[src/rtl/alarm_pkg.sv]
// Shared defaults and slot-state type for the alarm scheduler.
package alarm_pkg;

  localparam int unsigned N_SLOTS = 4;
  localparam int unsigned TW      = 16;

  typedef enum logic [1:0] {
    IDLE    = 2'd0,
    ARMED   = 2'd1,
    EXPIRED = 2'd2
  } slot_state_e;

endpackage

[src/rtl/rr_arbiter.sv]
// Round-robin selector: one-hot grant of the lowest set request at or after the pointer.
module rr_arbiter #(
  parameter int unsigned N  = 4,
  parameter int unsigned PW = (N > 1) ? $clog2(N) : 1
) (
  input  logic [N-1:0]  i_req,
  input  logic [PW-1:0] i_ptr,
  output logic [N-1:0]  o_grant,
  output logic [PW-1:0] o_idx,
  output logic          o_valid
);

  always_comb begin
    o_grant = '0;
    o_idx   = '0;
    o_valid = 1'b0;
    for (int unsigned k = 0; k < N; k++) begin
      int unsigned j;
      j = (32'(i_ptr) + k) % N;
      if (!o_valid && i_req[j[PW-1:0]]) begin
        o_valid             = 1'b1;
        o_idx               = j[PW-1:0];
        o_grant[j[PW-1:0]]  = 1'b1;
      end
    end
  end

endmodule

[src/rtl/alarm_scheduler.sv]
// Multi-slot alarm scheduler: round-robin arming, wrap-safe expiry, one fire pulse per cycle.
module alarm_scheduler #(
  parameter int unsigned N_SLOTS = alarm_pkg::N_SLOTS,
  parameter int unsigned TW      = alarm_pkg::TW
) (
  input  logic                  clk,
  input  logic                  rst_n,
  input  logic [TW-1:0]         cur_time,
  input  logic [N_SLOTS-1:0]    req_valid,
  input  logic [N_SLOTS*TW-1:0] req_delay,
  input  logic [N_SLOTS-1:0]    req_periodic,
  input  logic [N_SLOTS-1:0]    cancel,
  output logic [N_SLOTS-1:0]    req_ready,
  output logic [N_SLOTS-1:0]    fire,
  output logic [N_SLOTS-1:0]    armed
);

  import alarm_pkg::*;

  localparam int unsigned PW = (N_SLOTS > 1) ? $clog2(N_SLOTS) : 1;

  slot_state_e          r_state    [N_SLOTS];
  logic [TW-1:0]        r_deadline [N_SLOTS];
  logic [TW-1:0]        r_period   [N_SLOTS];
  logic [N_SLOTS-1:0]   r_periodic;
  logic [PW-1:0]        r_arm_ptr;
  logic [PW-1:0]        r_fire_ptr;
  logic [N_SLOTS-1:0]   r_fire;

  logic [N_SLOTS-1:0]   w_arm_grant;
  logic [PW-1:0]        w_arm_idx;
  logic                 w_arm_any;
  logic [N_SLOTS-1:0]   w_fire_req;
  logic [N_SLOTS-1:0]   w_fire_grant;
  logic [PW-1:0]        w_fire_idx;
  logic                 w_fire_any;
  logic [N_SLOTS-1:0]   w_hit;
  logic [N_SLOTS-1:0]   w_expired;
  logic [TW-1:0]        w_age   [N_SLOTS];
  logic [TW-1:0]        w_delay [N_SLOTS];
  logic [N_SLOTS-1:0]   w_unused_delay_msb;

  rr_arbiter #(.N(N_SLOTS), .PW(PW)) u_arm_arb (
    .i_req   (req_valid),
    .i_ptr   (r_arm_ptr),
    .o_grant (w_arm_grant),
    .o_idx   (w_arm_idx),
    .o_valid (w_arm_any)
  );

  // Cancelled or freshly armed slots must not be chosen for firing this cycle.
  assign w_fire_req = w_expired & ~cancel & ~w_arm_grant;

  rr_arbiter #(.N(N_SLOTS), .PW(PW)) u_fire_arb (
    .i_req   (w_fire_req),
    .i_ptr   (r_fire_ptr),
    .o_grant (w_fire_grant),
    .o_idx   (w_fire_idx),
    .o_valid (w_fire_any)
  );

  // Expiry is the sign of (now - deadline), so deadlines straddling the wrap still work.
  always_comb begin
    for (int unsigned i = 0; i < N_SLOTS; i++) begin
      w_age[i]              = cur_time - r_deadline[i];
      w_hit[i]              = ~w_age[i][TW-1];
      w_expired[i]          = (r_state[i] == EXPIRED);
      armed[i]              = (r_state[i] != IDLE);
      w_delay[i]            = {1'b0, req_delay[i*TW +: TW-1]};
      w_unused_delay_msb[i] = req_delay[i*TW + TW - 1];
    end
  end

  assign req_ready = w_arm_grant;
  assign fire      = r_fire;

  always_ff @(posedge clk or negedge rst_n) begin
    if (!rst_n) begin
      r_arm_ptr  <= '0;
      r_fire_ptr <= '0;
      r_fire     <= '0;
      r_periodic <= '0;
      for (int unsigned i = 0; i < N_SLOTS; i++) begin
        r_state[i]    <= IDLE;
        r_deadline[i] <= '0;
        r_period[i]   <= '0;
      end
    end else begin
      if (w_arm_any)
        r_arm_ptr <= (w_arm_idx == PW'(N_SLOTS - 1)) ? '0 : w_arm_idx + 1'b1;
      if (w_fire_any)
        r_fire_ptr <= (w_fire_idx == PW'(N_SLOTS - 1)) ? '0 : w_fire_idx + 1'b1;
      r_fire <= w_fire_grant;

      for (int unsigned i = 0; i < N_SLOTS; i++) begin
        if (cancel[i]) begin
          r_state[i] <= IDLE;
        end else if (w_arm_grant[i]) begin
          r_state[i]    <= ARMED;
          r_deadline[i] <= cur_time + w_delay[i];
          r_period[i]   <= w_delay[i];
          r_periodic[i] <= req_periodic[i];
        end else if (w_fire_grant[i]) begin
          if (r_periodic[i]) begin
            r_state[i]    <= ARMED;
            r_deadline[i] <= r_deadline[i] + r_period[i];
          end else begin
            r_state[i] <= IDLE;
          end
        end else if (r_state[i] == ARMED && w_hit[i]) begin
          r_state[i] <= EXPIRED;
        end
      end
    end
  end

endmodule

[config.mk]
export PLATFORM = sky130hd
export DESIGN_NAME = alarm_scheduler
export DESIGN_NICKNAME = d
export VERILOG_FILES = /design/src/rtl/alarm_pkg.sv /design/src/rtl/rr_arbiter.sv /design/src/rtl/alarm_scheduler.sv
export SDC_FILE = /design/constraint.sdc
export NUM_CORES = 1
export LEC_CHECK = 0
export BUFFER_PORTS_ARGS = -buffer_cell sky130_fd_sc_hd__buf_2
export CAP_MARGIN = 10
export CORE_MARGIN = 2
export CORE_UTILIZATION = 32
export DETAILED_ROUTE_END_ITERATION = 8
export PLACE_DENSITY_LB_ADDON = 0.1
export SETUP_SLACK_MARGIN = 0.1
export SLEW_MARGIN = 25
export SYNTH_ARGS = -nofsm -noshare
export SYNTH_HDL_FRONTEND = slang
export SYNTH_HIERARCHICAL = 1
export SYNTH_SLANG_ARGS = --single-unit
export TNS_END_PERCENT = 5
[constraint.sdc]
create_clock -name clk -period 5.2 [get_ports clk]
set_clock_uncertainty 0.15 [all_clocks]
set_input_delay 0.26 -clock clk [delete_from_list [all_inputs] [get_ports clk]]
set_output_delay 0.26 -clock clk [all_outputs]
set_load 0.01 [all_outputs]
* Word level (Yosys, flattened, before mapping)
Index checks and enable logic that the tools add are counted.
** Cells by class
- Reduce and logical (&&, ||, !) cells :: 48
- Equality and inequality tests :: 10
- $lt $le $gt $ge :: 16
- Bitwise logic cells :: 18
- Multiplexer cells :: 90
- Add/sub/neg operators :: 20
** Operator list (number)
- 16-bit two-way mux :: 12
- 16-bit by 15-bit adder with 16-bit output :: 8
- 16-bit subtractor :: 4
- 2-bit two-way mux :: 26
- 4-bit two-way mux :: 8
- 1-bit two-way mux :: 28
- 2-bit by 3-bit < comparator with 1-bit output (second input constant) :: 8
- 4-bit OR :: 6
- 2-bit nonzero test :: 12
- 1-bit logical AND :: 18
- 1-bit binary-select mux with 2-bit select :: 8
- 1-bit demux with 2-bit select :: 8
- 2-bit by 1-bit greater-or-equal comparator with 1-bit output (second input constant) :: 8
- 4-bit nonzero test :: 4
- 2-bit equality test (second input constant) :: 6
- 3-bit AND reduction :: 4
- 2-bit by 1-bit adder with 2-bit output (second input constant) :: 4
- 2-bit adder (second input constant) :: 4
- 4-bit bitwise AND :: 2
- 2-bit by 1-bit equality test with 1-bit output (second input constant) :: 4
- 1-bit inverter :: 8
- 4-bit inverter :: 2
- 2-bit AND reduction :: 4
- 1-bit logical NOT :: 6
** Storage, ports and cells
- Output and inout bits :: 12
- Logic and storage cells :: 221
- Input bits :: 94
- Bits in registers :: 144

* Logic depth before layout (Yosys ltp)
Gate-level depths: netlist of the first run.
- Depth after elaboration :: 29
- Depth in mapped cells :: 23
- Depth with buffers taken out :: 17

* By module
Netlist of the first run, hierarchy kept.
** Modules (own cells, without submodules)
- alarm_scheduler :: times used 1, cells an instance 1407, area an instance 12468.2 um^2, sequential area each 3603.5 um^2
- rr_arbiter :: times used 2, cells an instance 45, area an instance 421.7 um^2, sequential area each 0.0 um^2

* Least setup slack after synthesis of the first run
OpenSTA, ideal clock, no wires.
- Path type :: register to register
- From :: register r_arm_ptr[0]
- To :: register r_deadline[8] (netlist name)
- Cell stages (with the launch flop) :: 23
- Clock period less this slack :: 5.504 ns
- Required time :: 4.917 ns
- Path buffers :: 7
- Arrival time :: 5.221 ns
- Setup time :: 0.133 ns
- Setup slack :: -0.304 ns
- Cells stage by stage :: dfrtp_1 > buf_6 > inv_1 > ha_1 > mux4_2 > buf_6 > and2b_2 > a22oi_1 > o21ai_0 > clkbuf_1 > clkbuf_1 > nor4b_1 > mux4_2 > buf_6 > nor4b_4 > a22oi_1 > o21ai_0 > a21oi_1 > or2_2 > clkbuf_1 > clkbuf_1 > a22oi_1 > o21ai_0
** On the way
- Cells in the longest elaborated chain, start to end :: 28
- Elaborated cells on any way between the ends :: 77
- Classes of those cells :: add/sub: 3; order compare: 8; mux: 39; bitwise: 8; reduce/logical: 19
** Ends and longest elaborated chain
- start: declaration :: RTL line alarm_scheduler.sv:26 : logic [PW-1:0] r_arm_ptr;
- start signal: assignment :: RTL line alarm_scheduler.sv:90 : r_arm_ptr <= (w_arm_idx == PW'(N_SLOTS - 1)) ? '0 : w_arm_idx + 1'b1;
- branches (longest 11 deep; another with 2-bit by 3-bit < comparator with 1-bit output)
- 4-bit two-way mux (*) :: RTL line rr_arbiter.sv:20 : if (!o_valid && i_req[j[PW-1:0]]) begin
- named net req_ready[3] :: RTL line alarm_scheduler.sv:13 : output logic [N_SLOTS-1:0] req_ready,
- 4-bit inverter (*) :: RTL line alarm_scheduler.sv:52 : assign w_fire_req = w_expired & ~cancel & ~w_arm_grant;
- 4-bit bitwise AND (*) :: RTL line alarm_scheduler.sv:52
- named net w_fire_req[3] :: RTL line alarm_scheduler.sv:33 : logic [N_SLOTS-1:0] w_fire_req;
- 1-bit binary-select mux with 2-bit select :: RTL line rr_arbiter.sv:20
- 1-bit two-way mux (not written as such) :: RTL line rr_arbiter.sv:20
- [5 not listed]
- 1-bit logical AND :: RTL line rr_arbiter.sv:20
- 1-bit two-way mux :: RTL line rr_arbiter.sv:20
- 1-bit logical NOT :: RTL line rr_arbiter.sv:20
- 1-bit logical AND :: RTL line rr_arbiter.sv:20
- 4-bit two-way mux (*) :: RTL line rr_arbiter.sv:20
- named net w_fire_grant[3] :: RTL line alarm_scheduler.sv:34 : logic [N_SLOTS-1:0] w_fire_grant;
- 2-bit nonzero test (no line) (*)
- 3-bit AND reduction (no line) (*)
- end signal: indexed assignment :: RTL line alarm_scheduler.sv:100 : r_deadline[i] <= cur_time + w_delay[i];
- end signal: indexed assignment :: RTL line alarm_scheduler.sv:106 : r_deadline[i] <= r_deadline[i] + r_period[i];
- end: declaration :: RTL line alarm_scheduler.sv:23 : logic [TW-1:0] r_deadline [N_SLOTS];
Mark *: on every way through the listed nets, which the timed path passes. The select of a mux whose other input is x is not followed.
A chain may end at the register's enable or synchronous reset.

* Worst setup path in the final report of the first run
- From :: register r_arm_ptr[1]
- To :: register r_deadline[14] (netlist name)
** On the way
- Cells in the longest elaborated chain, start to end :: 28
- Elaborated cells on any way between the ends :: 77
- Classes of those cells :: add/sub: 3; order compare: 8; mux: 39; bitwise: 8; reduce/logical: 19
** Ends and longest elaborated chain (RTL line)
- branches (longest 11 deep; another with 2-bit by 3-bit < comparator with 1-bit output)
- 4-bit two-way mux (*) :: rr_arbiter.sv:20
- 4-bit inverter (*) :: alarm_scheduler.sv:52
- 4-bit bitwise AND (*) :: alarm_scheduler.sv:52
- named net w_fire_req[2] :: alarm_scheduler.sv:33
- 1-bit binary-select mux with 2-bit select :: rr_arbiter.sv:20
- 1-bit two-way mux (not written as such) :: rr_arbiter.sv:20
- 1-bit two-way mux :: rr_arbiter.sv:20
- [4 not listed]
- 1-bit logical AND :: rr_arbiter.sv:20
- 1-bit two-way mux :: rr_arbiter.sv:20
- 1-bit logical NOT :: rr_arbiter.sv:20
- 1-bit logical AND :: rr_arbiter.sv:20
- 4-bit two-way mux (*) :: rr_arbiter.sv:20
- named net w_fire_grant[3] :: alarm_scheduler.sv:34
- 2-bit nonzero test (no line) (*)
- 3-bit AND reduction (no line) (*)
Marked as above.

==> metrics.yaml, run 1 <==
status: "finished clean"
synthSimpleGateAreaFrac: 0.1457
stdcell_area_um2: 15860
rsz0062_at_grt: "true"
vias: 11636
start_util: 0.3253
end_kind: "register"
drtIter0Drc: 565
grtUsageTotal: 0.1943
cts_root_buf: "clkbuf_16"
cts_buffers: 17
antenna_found_initial: 0
grt_pass1_vias: 11431
leakage_nw: 7.255
setup-violations-final: 0
cap_violations: 0
postRouteAntennaNets: 0
syn-num-nets: 1787
worstReg2RegStart: "r_arm_ptr[1]"
tightest_slew_ps: 837.3
dieArea_um2: 43250
drc_errors: 0
startpoint_type: "register"
muxShareOfSynthArea: 0.07613
ff2ff_setup_slack_ps: 280
fp.dieH_um: 208.0
total_power_mw: 9.635
path_class: "reg2reg"
dp_hpwl_um: 30390
synth.top_cell.area_share: 0.2707
wl_per_cell_um: 18.57
synth_ff_type: "dfrtp_1"
viasPerCell: 5.237
place_area_um2: 14540
tritoncts: "yes"
grt_overflow: 0
r2r.worst_path.cells: 14
worst_slack_ps: 282.3
synthDistinctLibCells: 69
ir_drop_v: 0.0001669
crit_required_ps: 5410
fin_nets: 1968
synth_xor_area_frac: 0.05987
num_rows: 74
ys_warn_count: 6
critPathMaxFanout: 23
yosysTopAreaCell: "dfrtp_1"
syn_inst: 1497
timing.rr.end: "r_deadline[14]"
p_per_area_nw_per_um2: 607.4
finalCritPeriodShare: 0.9457
post_synth.cell_area_avg_um2: 8.892
htreeDepth: 4
synth_compound_area_frac: 0.2157
synth_edf_count: 0
synthArstFlopShare: 1.000
grt_first_pass_wirelength_um: 64760
fillers: 4242
fmax_ghz: 0.2033
clk_pin_slew_ps: 60
dpl_worst_slack_ps: -23.32
ff_latch_area_um2: 3603
slew_headroom: 0.4418
cts.path.max_buffers: 2
hold_violations: 0
syn-cell-area_um2: 13310
syn2layout_area_growth_pct: 19.17
whs_ps: 87.81
yosys-top-cells-area: "dfrtp_1, ha_1, mux2_2"
clock_latency_ps: 480
seq_area_frac_synth: 0.2707
hold_path.class: "in2reg"
grt_max_degree: 80
synth_seq_cells: 144
drtPass1Iterations: 5
pin_count: 106
portBuffers: 101
cts_sinks: 144
slew_viol_final: 0
core_area_um2: 40920
finalCriticalPeriod_ps: 4918
synth.most_common_cell: "ha_1"
die_x_um: 208.0
synth_commonest_cells: "ha_1, dfrtp_1, nand2_1"
diodes: 0
setup.worst_path.start: "r_arm_ptr[1]"
multiInputGateArea_um2: 9169
place_congestion: 0.8248
layout-drive-gt1-share: 0.1550
crit_arrival_ps: 5130
synth-adder-area-share: 0.1887
cp-endpoint: "r_deadline[14]"
routed_wirelength_um: 41260
synth_top_family_by_area: "compound AO/OA/AOI/OAI gates"
flip-flops by register name, indices dropped and copies added (netlist names):
signal	count
r_deadline	64
fire	4
r_period	60
r_periodic	4
r_arm_ptr	2
r_state	8
r_fire_ptr	2
kinds of logic (layout without fill, tap and decap cells):
group,Yosys count,in the layout
compound gates,439,439
xor+xnor,91,91
fa+ha+maj,196,196
buf+inv,143,336
flops,144,144
mux,83,83
simple gates,401,401
worst max-delay path, cell delays in order, from the launching register on:
cell and delay (ps):
dfrtp_1 430, buf_4 170, mux4_1 700, and2b_2 300
a22oi_1 220, o21ai_2 120, nor4b_2 470, mux4_2 480
and2b_2 280, a22oi_1 130, o21ai_0 140, a21oi_1 270
or2_2 490, nor2_2 130, a222oi_1 300
area by class of cell:
type	instances	area share
inverters	105	0.02484
repair buffers	200	0.09054
well taps	532	0.04196
clock inverters	11	0.008755
flip-flops and latches	144	0.2271
clock buffers	20	0.02879
multi-input cells	1210	0.5780
worst min path at each step:
stage,slack (ps),cells after the start,startpoint,end
after floorplan,-190,0,rst_n,fire[0]
after global placement,260,1,rst_n,r_period[53]
after detailed placement,260,1,rst_n,r_period[52]
after CTS,40,4,cancel[1],r_state[5]
after global routing,110,4,cancel[1],r_state[5]
final,90,4,cancel[1],r_state[5]
layout by cell type (no fill, tap or decap), types with 18 or more instances in the layout:
master | Yosys | routed
mux2_2 | 54 | 54
dlygate4sd3_1 | 0 | 66
xnor2_1 | 54 | 54
buf_2 | 0 | 100
xor2_1 | 37 | 37
a21o_1 | 27 | 27
nand3_1 | 21 | 21
a21oi_1 | 100 | 100
nor3_1 | 31 | 31
nand2_1 | 132 | 132
o21ai_0 | 108 | 103
o211ai_1 | 19 | 19
inv_1 | 104 | 104
nor2b_1 | 19 | 18
mux2i_1 | 21 | 21
buf_4 | 0 | 31
a22oi_1 | 20 | 20
nor2_1 | 97 | 95
nand2b_1 | 25 | 25
a211oi_1 | 33 | 33
ha_1 | 188 | 188
dfrtp_1 | 144 | 144
metrics by stage:
step | TNS, ps | cells | utilization
final | 0 | 2222 | 0.3876
after global routing | 0 | 2222 | 0.3876
after CTS | 0 | 2216 | 0.3862
after detailed placement | -23.32 | 2119 | 0.3554
after global placement | 0 | 2119 | 0.3554
after floorplan | 0 | 1497 | -
per-layer routing:
metal / vias up / global-route usage / routed length (um)
li1: 5852 / - / -
met1: 5576 / 0.2703 / 20970
met2: 168 / 0.3103 / 18440
met3: 40 / 0.03351 / 1217
met4: 0 / 0.05258 / 634
met5: - / 0 / 0
where the power goes:
group          leakage, nW  switching, mW  internal, mW  total (mW)
registers             1.71          0.410          1.66        2.07
clock network        0.291          0.556         0.772        1.33
logic                 5.25           3.47          2.77        6.24
total                 7.26           4.44          5.20        9.64
timing repair:
item                                    in CTS  in global routing
hold buffers                                66                  0
endpoints found under the hold margin      143                  0
endpoints found under the setup margin      18                 42
pin swaps                                    0                  2
resized for setup                            1                  5
setup buffers                                0                  6
Power figures use the tool's default switching activity.
==> run 2: changes to the inputs <==
--- a/config.mk
+++ b/config.mk
@@ -11,6 +11,7 @@
 export CORE_UTILIZATION = 32
 export DETAILED_ROUTE_END_ITERATION = 8
 export PLACE_DENSITY_LB_ADDON = 0.1
+export REMOVE_ABC_BUFFERS = 1
 export SETUP_SLACK_MARGIN = 0.1
 export SLEW_MARGIN = 25
 export SYNTH_ARGS = -nofsm -noshare
==> constraint.sdc (replaced) <==
create_clock -name clk -period 4.55 [get_ports clk]
set_clock_uncertainty 0.15 [all_clocks]
set_input_delay 0.2275 -clock clk [delete_from_list [all_inputs] [get_ports clk]]
set_output_delay 0.2275 -clock clk [all_outputs]
set_load 0.01 [all_outputs]
==> metrics.yaml, run 2 (synthesis gave the netlist of run 1 again) <==
dieArea_um2: 43250  # unchanged
viasPerCell: 5.191  # was 5.237
crit_family: "buffers and inverters"  # was simple AND/OR/NAND/NOR gates
cts_buffers: 17  # unchanged
status: "finished clean"  # unchanged
crit_arrival_ps: 4570  # was 5130 ps
tns_ps: 0  # unchanged
hp-start: "cancel[2]"  # was cancel[1]
wl_per_cell_um: 18.35  # was 18.57 um
place_inst: 2147  # was 2119
stdcell_area_um2: 16550  # was 15860 um2
place_congestion: 0.8307  # was 0.8248
num_rows: 74  # unchanged
cts_sinks: 144  # unchanged
leakage_nw: 7.549  # was 7.255 nW
fp.dieH_um: 208.0  # unchanged
grt_max_degree: 83  # was 80
hold_violations: 0  # unchanged
drtPass1Iterations: 5  # unchanged
whs_ps: 120.6  # was 87.81 ps
path_buf_inv: 8  # was 1
largest_reg_flops: 64  # unchanged
worstReg2RegStart: "r_arm_ptr[0]"  # was r_arm_ptr[1]
grt_first_pass_wirelength_um: 64950  # was 64760 um
portBuffers: 101  # unchanged
vias: 11757  # was 11636
dp_hpwl_um: 30610  # was 30390 um
routed_wirelength_um: 41570  # was 41260 um
pin_count: 106  # unchanged
end_kind: "register"  # unchanged
stdcell_count: 2265  # was 2222
core_area_um2: 40920  # unchanged
antenna_found_initial: 3  # was 0
path_class: "reg2reg"  # unchanged
clk_pin_slew_ps: 70  # was 60 ps
tightest_slew_ps: 886.2  # was 837.3 ps
die_x_um: 208.0  # unchanged
hold_path.class: "in2reg"  # unchanged
slew_viol_final: 0  # unchanged
p_per_area_nw_per_um2: 703.3  # was 607.4 nW/um2
reg_top3: "r_deadline (64), r_period (60), r_state (8)"  # unchanged
cts.path.max_buffers: 2  # unchanged
setup-violations-final: 0  # unchanged
fmax_ghz: 0.2284  # was 0.2033 GHz
dpl_worst_slack_ps: -103.9  # was -23.32 ps
grt_overflow: 0  # unchanged
htreeDepth: 4  # unchanged
worst_slack_ps: 171.8  # was 282.3 ps
slew_headroom: 0.4092  # was 0.4418
path_cells: "buf_6, mux4_2, nor4b_4, buf_4, a22oi_2, o21ai_2, nor4b_2, buf_4, mux4_2, buf_6, nor4b_4, buf_4, buf_6, a22oi_2, o21ai_2, a21oi_2, or2_4, buf_6, buf_12, a311oi_2, a21oi_1"  # was buf_4, mux4_1, and2b_2, a22oi_1, o21ai_2, nor4b_2, mux4_2, and2b_2, a22oi_1, o21ai_0, a21oi_1, or2_2, nor2_2, a222oi_1
finalCriticalPeriod_ps: 4378  # was 4918 ps
layout_common_cells: "ha_1, dfrtp_1, nand2_1, inv_1, buf_2"  # was ha_1, dfrtp_1, nand2_1, inv_1, o21ai_0
fin_nets: 2009  # was 1968
cts_root_buf: "clkbuf_16"  # unchanged
clock_latency_ps: 460  # was 480 ps
tritoncts: "yes"  # unchanged
layout-drive-gt1-share: 0.1963  # was 0.1550
grt_pass1_vias: 11656  # was 11431
syn2layout_area_growth_pct: 24.32  # was 19.17%
startpoint_type: "register"  # unchanged
postRouteAntennaNets: 0  # unchanged
ir_drop_v: 0.0002516  # was 0.0001669 V
crit_required_ps: 4740  # was 5410 ps
cap_violations: 0  # unchanged
setup.worst_path.start: "r_arm_ptr[0]"  # was r_arm_ptr[1]
grtUsageTotal: 0.1933  # was 0.1943
layout.cells.most_common: "ha_1"  # unchanged
critPathMaxFanout: 6  # was 23
finalCritPeriodShare: 0.9622  # was 0.9457
crit_top_cell: "buf_6"
cp_slowest_stage_delay_ps: 560  # was 700 ps
drtIter0Drc: 576  # was 565
regMostFlops: "r_deadline"  # unchanged
crit_path_top_delay_cell: "mux4_2"  # was mux4_1
start_util: 0.3253  # unchanged
rsz0062_at_grt: "true"  # unchanged
drc_errors: 0  # unchanged
place_area_um2: 14770  # was 14540 um2
-- run 2: metal layers --
metal	GRT usage	wire, um
met2	0.3140	19000
met3	0.03215	1311
met4	0.04622	537
met5	0	24
met1	0.2677	20700
-- run 2: cell type report --
class | instances | area [um2]
fill | 4221 | 24380
multi-input combinational | 1210 | 9344
sequential | 144 | 3603
timing repair buffer | 241 | 1827
tap | 532 | 665.6
clock buffer | 22 | 484.2
inverter | 105 | 394.1
clock inverter | 10 | 227.7
antenna | 1 | 2.502
-- run 2: what timing repair did --
item,in CTS,in global routing
gates cloned,0,2
hold buffers,66,0
setup buffers,6,11
hold endpoints to repair,147,0
setup endpoints to repair,75,99
resized for setup,13,49
pin swaps,4,15
-- run 2: path summary, 6_finish.rpt --
| check | to | slack [ps] | cells past startpoint |
|---|---|---|---|
| setup / recovery | r_deadline[18] | 170 | 21 |
| min in group asynchronous | r_period[61] | 290 | 2 |
| max in group asynchronous | r_deadline[38] | 3070 | 3 |
| setup reg to reg | r_deadline[18] | 170 | 21 |
| hold reg to reg | r_period[4] | 330 | 2 |
| hold / removal | r_deadline[30] | 120 | 3 |
-- run 2: tightest hold or removal path, delay by kind of cell --
| family | cells | cell delay (ps) |
|---|---|---|
| buffers and inverters | 1 | 150 |
| AND/OR/NAND/NOR | 1 | 220 |
| AO/OA/AOI/OAI | 1 | 80 |
-- run 2: power breakdown --
part,internal (mW),switching (mW)
Combinational,3.43,4.09
Sequential,1.89,0.464
Clock,1.14,0.625
Total,6.46,5.18
-- run 2: stage by stage --
step | util | total power [mW]
after floorplan | - | 7.564
after global placement | 0.3608 | 9.462
after detailed placement | 0.3608 | 9.524
after CTS | 0.3963 | 11.48
after global routing | 0.4044 | 12.79
final | 0.4044 | 11.64
==> run 3: changes to the inputs <==
--- a/config.mk
+++ b/config.mk
@@ -10,7 +10,7 @@
 export CORE_MARGIN = 2
 export CORE_UTILIZATION = 32
 export DETAILED_ROUTE_END_ITERATION = 8
-export PLACE_DENSITY_LB_ADDON = 0.1
+export HOLD_SLACK_MARGIN = 0.08
 export REMOVE_ABC_BUFFERS = 1
 export SETUP_SLACK_MARGIN = 0.1
 export SLEW_MARGIN = 25
==> metrics.yaml, run 3 (synthesis gave the netlist of run 1 again) <==
status: "finished clean"  # unchanged
dp_hpwl_um: 29380  # was 30610 um
place_inst: 2143  # was 2147
num_rows: 74  # unchanged
worst_slack_ps: 195.6  # was 171.8 ps
postRouteAntennaNets: 0  # unchanged
switchingPower_mw: 5.142  # was 5.177 mW
switching_share: 0.4501  # was 0.4449
tritoncts: "yes"  # unchanged
critPathMaxFanout: 6  # unchanged
vias: 12066  # was 11757
share_comb_of_total_power: 0.655  # was 0.646
clkPwrFrac: 0.138  # was 0.152
stdcell_count: 2261  # was 2265
grt_max_degree: 78  # was 83
grt_pass1_vias: 12016  # was 11656
finalCriticalPeriod_ps: 4354  # was 4378 ps
crit_arrival_ps: 4540  # was 4570 ps
ir_drop_v: 0.0003204  # was 0.0002516 V
fp.dieH_um: 208.0  # unchanged
pwr-share-seq: 0.207  # was 0.202
drtIter0Drc: 516  # was 576
routed_wirelength_um: 39940  # was 41570 um
dpl_worst_slack_ps: -133.8  # was -103.9 ps
clk_pin_slew_ps: 70  # about the same
dieArea_um2: 43250  # unchanged
crit_path_top_delay_cell: "mux4_2"  # unchanged
rsz0062_at_grt: "true"  # unchanged
antenna_found_initial: 6  # was 3
die_x_um: 208.0  # unchanged
tns_ps: 0  # unchanged
slew_headroom: 0.4953  # was 0.4092
htreeDepth: 4  # unchanged
largest_reg_flops: 64  # unchanged
viasPerCell: 5.337  # was 5.191
tightest_slew_ps: 749.1  # was 886.2 ps
hold_path.class: "in2reg"  # unchanged
syn2layout_area_growth_pct: 23.52  # was 24.32%
reg_top3: "r_deadline (64), r_period (60), r_state (8)"  # unchanged
internal-power_mw: 6.283  # was 6.461 mW
layout_common_cells: "ha_1, dfrtp_1, nand2_1, inv_1, buf_2"  # unchanged
hold_violations: 0  # unchanged
finalCritPeriodShare: 0.9570  # was 0.9622
grtUsageTotal: 0.1851  # was 0.1933
grt_first_pass_wirelength_um: 63650  # was 64950 um
slew_viol_final: 0  # unchanged
path_buf_inv: 6  # was 8
cts.path.max_buffers: 2  # unchanged
startpoint_type: "register"  # unchanged
wl_per_cell_um: 17.66  # was 18.35 um
regMostFlops: "r_deadline"  # unchanged
layout.cells.most_common: "ha_1"  # unchanged
crit_cells: 19  # was 21
crit_top_cell: "buf_4"  # was buf_6
cp_slowest_stage_delay_ps: 480  # was 560 ps
drc_errors: 0  # unchanged
crit_required_ps: 4740  # about the same
drtPass1Iterations: 4  # was 5
p_per_area_nw_per_um2: 694.8  # was 703.3 nW/um2
grt_overflow: 0  # unchanged
cts_root_buf: "clkbuf_16"  # unchanged
fin_nets: 2004  # was 2009
pin_count: 106  # unchanged
path_class: "reg2reg"  # unchanged
place_congestion: 0.8555  # was 0.8307
cts_buffers: 17  # unchanged
start_util: 0.3253  # unchanged
crit_family: "simple AND/OR/NAND/NOR gates"  # was buffers and inverters
clock_latency_ps: 450  # was 460 ps
fmax_ghz: 0.2297  # was 0.2284 GHz
hold_path_depth: 4  # was 3
portBuffers: 101  # unchanged
r2r.worst_path.cells: 19  # was 21
cap_violations: 0  # unchanged
core_area_um2: 40920  # unchanged
leakage_nw: 7.497  # was 7.549 nW
path_cells: "inv_2, ha_4, mux4_2, nor4b_4, buf_4, a22oi_2, o21ai_2, nor4b_2, buf_4, mux4_2, buf_6, nor4b_4, buf_4, a22oi_2, o21ai_2, a21oi_2, or2_4, buf_12, a221o_1"  # was buf_6, mux4_2, nor4b_4, buf_4, a22oi_2, o21ai_2, nor4b_2, buf_4, mux4_2, buf_6, nor4b_4, buf_4, buf_6, a22oi_2, o21ai_2, a21oi_2, or2_4, buf_6, buf_12, a311oi_2, a21oi_1
setup-violations-final: 0  # unchanged
fin_util: 0.4018  # was 0.4044
layout-drive-gt1-share: 0.1882  # was 0.1963
end_kind: "register"  # unchanged
cts_sinks: 144  # unchanged
[run 3: cell types whose count changed in the layout (fill, tap and decap cells not counted), moves of 2 or more]
cell,delta
clkbuf_16,+2
o21ai_0,-2
buf_6,-3
o21ai_1,+3
clkinv_2,-2
clkbuf_1,+3
clkinv_4,+2
nor4b_4,+2
bufinv_16,-3
buf_4,-3
nor4b_2,-2
[run 3: repair_timing]
item	in CTS	in global routing
buffers inserted	7	11
hold endpoints to repair	135	0
setup endpoints to repair	90	101
hold buffers	66	0
gates resized for setup	15	35
cloned	0	3
pin swaps	3	14
[run 3: path summary, 6_finish.rpt]
kind | startpoint | end | slack [ps]
max in group asynchronous | rst_n | r_deadline[43] | 3160
hold / removal | cancel[2] | r_state[2] | 150
setup / recovery | r_arm_ptr[1] | r_deadline[29] | 200
setup reg to reg | r_arm_ptr[1] | r_deadline[29] | 200
min in group asynchronous | rst_n | r_period[61] | 200
hold reg to reg | r_period[5] | r_period[5] | 330
[run 3: power by group through the flow]
stage | Clock (mW) | Combinational, mW | Sequential (mW)
6_report | 1.58 | 7.48 | 2.37
3_3_place_gp | 0 | 6.87 | 2.36
4_1_cts | 1.60 | 7.23 | 2.35
5_1_grt | 1.66 | 8.39 | 2.44
3_5_place_dp | 0 | 7.05 | 2.37
2_1_floorplan | 0 | 5.34 | 2.22
[run 3: worst reg2reg max path, cell delays in order (launching register included)]
cell	delay (ps)
dfrtp_1	390
inv_2	70
ha_4	280
mux4_2	350
nor4b_4	290
buf_4	180
a22oi_2	60
o21ai_2	100
nor4b_2	90
buf_4	150
mux4_2	480
buf_6	150
nor4b_4	290
buf_4	170
a22oi_2	50
o21ai_2	110
a21oi_2	100
or2_4	310
buf_12	150
a221o_1	300
[run 3: final cells by class]
class | instances | area, um2
multi-input combinational | 1210 | 9319
antenna | 2 | 5.005
inverter | 105 | 394.1
fill | 4066 | 24480
sequential | 144 | 3603
tap | 532 | 665.6
timing repair buffer | 236 | 1821
clock buffer | 24 | 481.7
clock inverter | 8 | 152.6
[run 3: layer usage]
layer	routed length [um]	global-route usage	vias up	part of all wire
li1	-	-	5939	-
met1	18650	0.2413	5818	0.47
met2	18540	0.3081	235	0.46
met3	1621	0.03275	66	0.041
met4	1081	0.06481	8	0.027
met5	46	0	-	0.0012
[run 3: per-stage QoR]
step / instance area, um2 / hold slack [ps] / power, mW
after floorplan: 13130 / -218.1 / 7.564
after global placement: 14770 / 154.3 / 9.231
after detailed placement: 14770 / 155.6 / 9.416
after CTS: 16160 / 105.3 / 11.19
after global routing: 16440 / 178.7 / 12.49
final: 16440 / 150.4 / 11.42
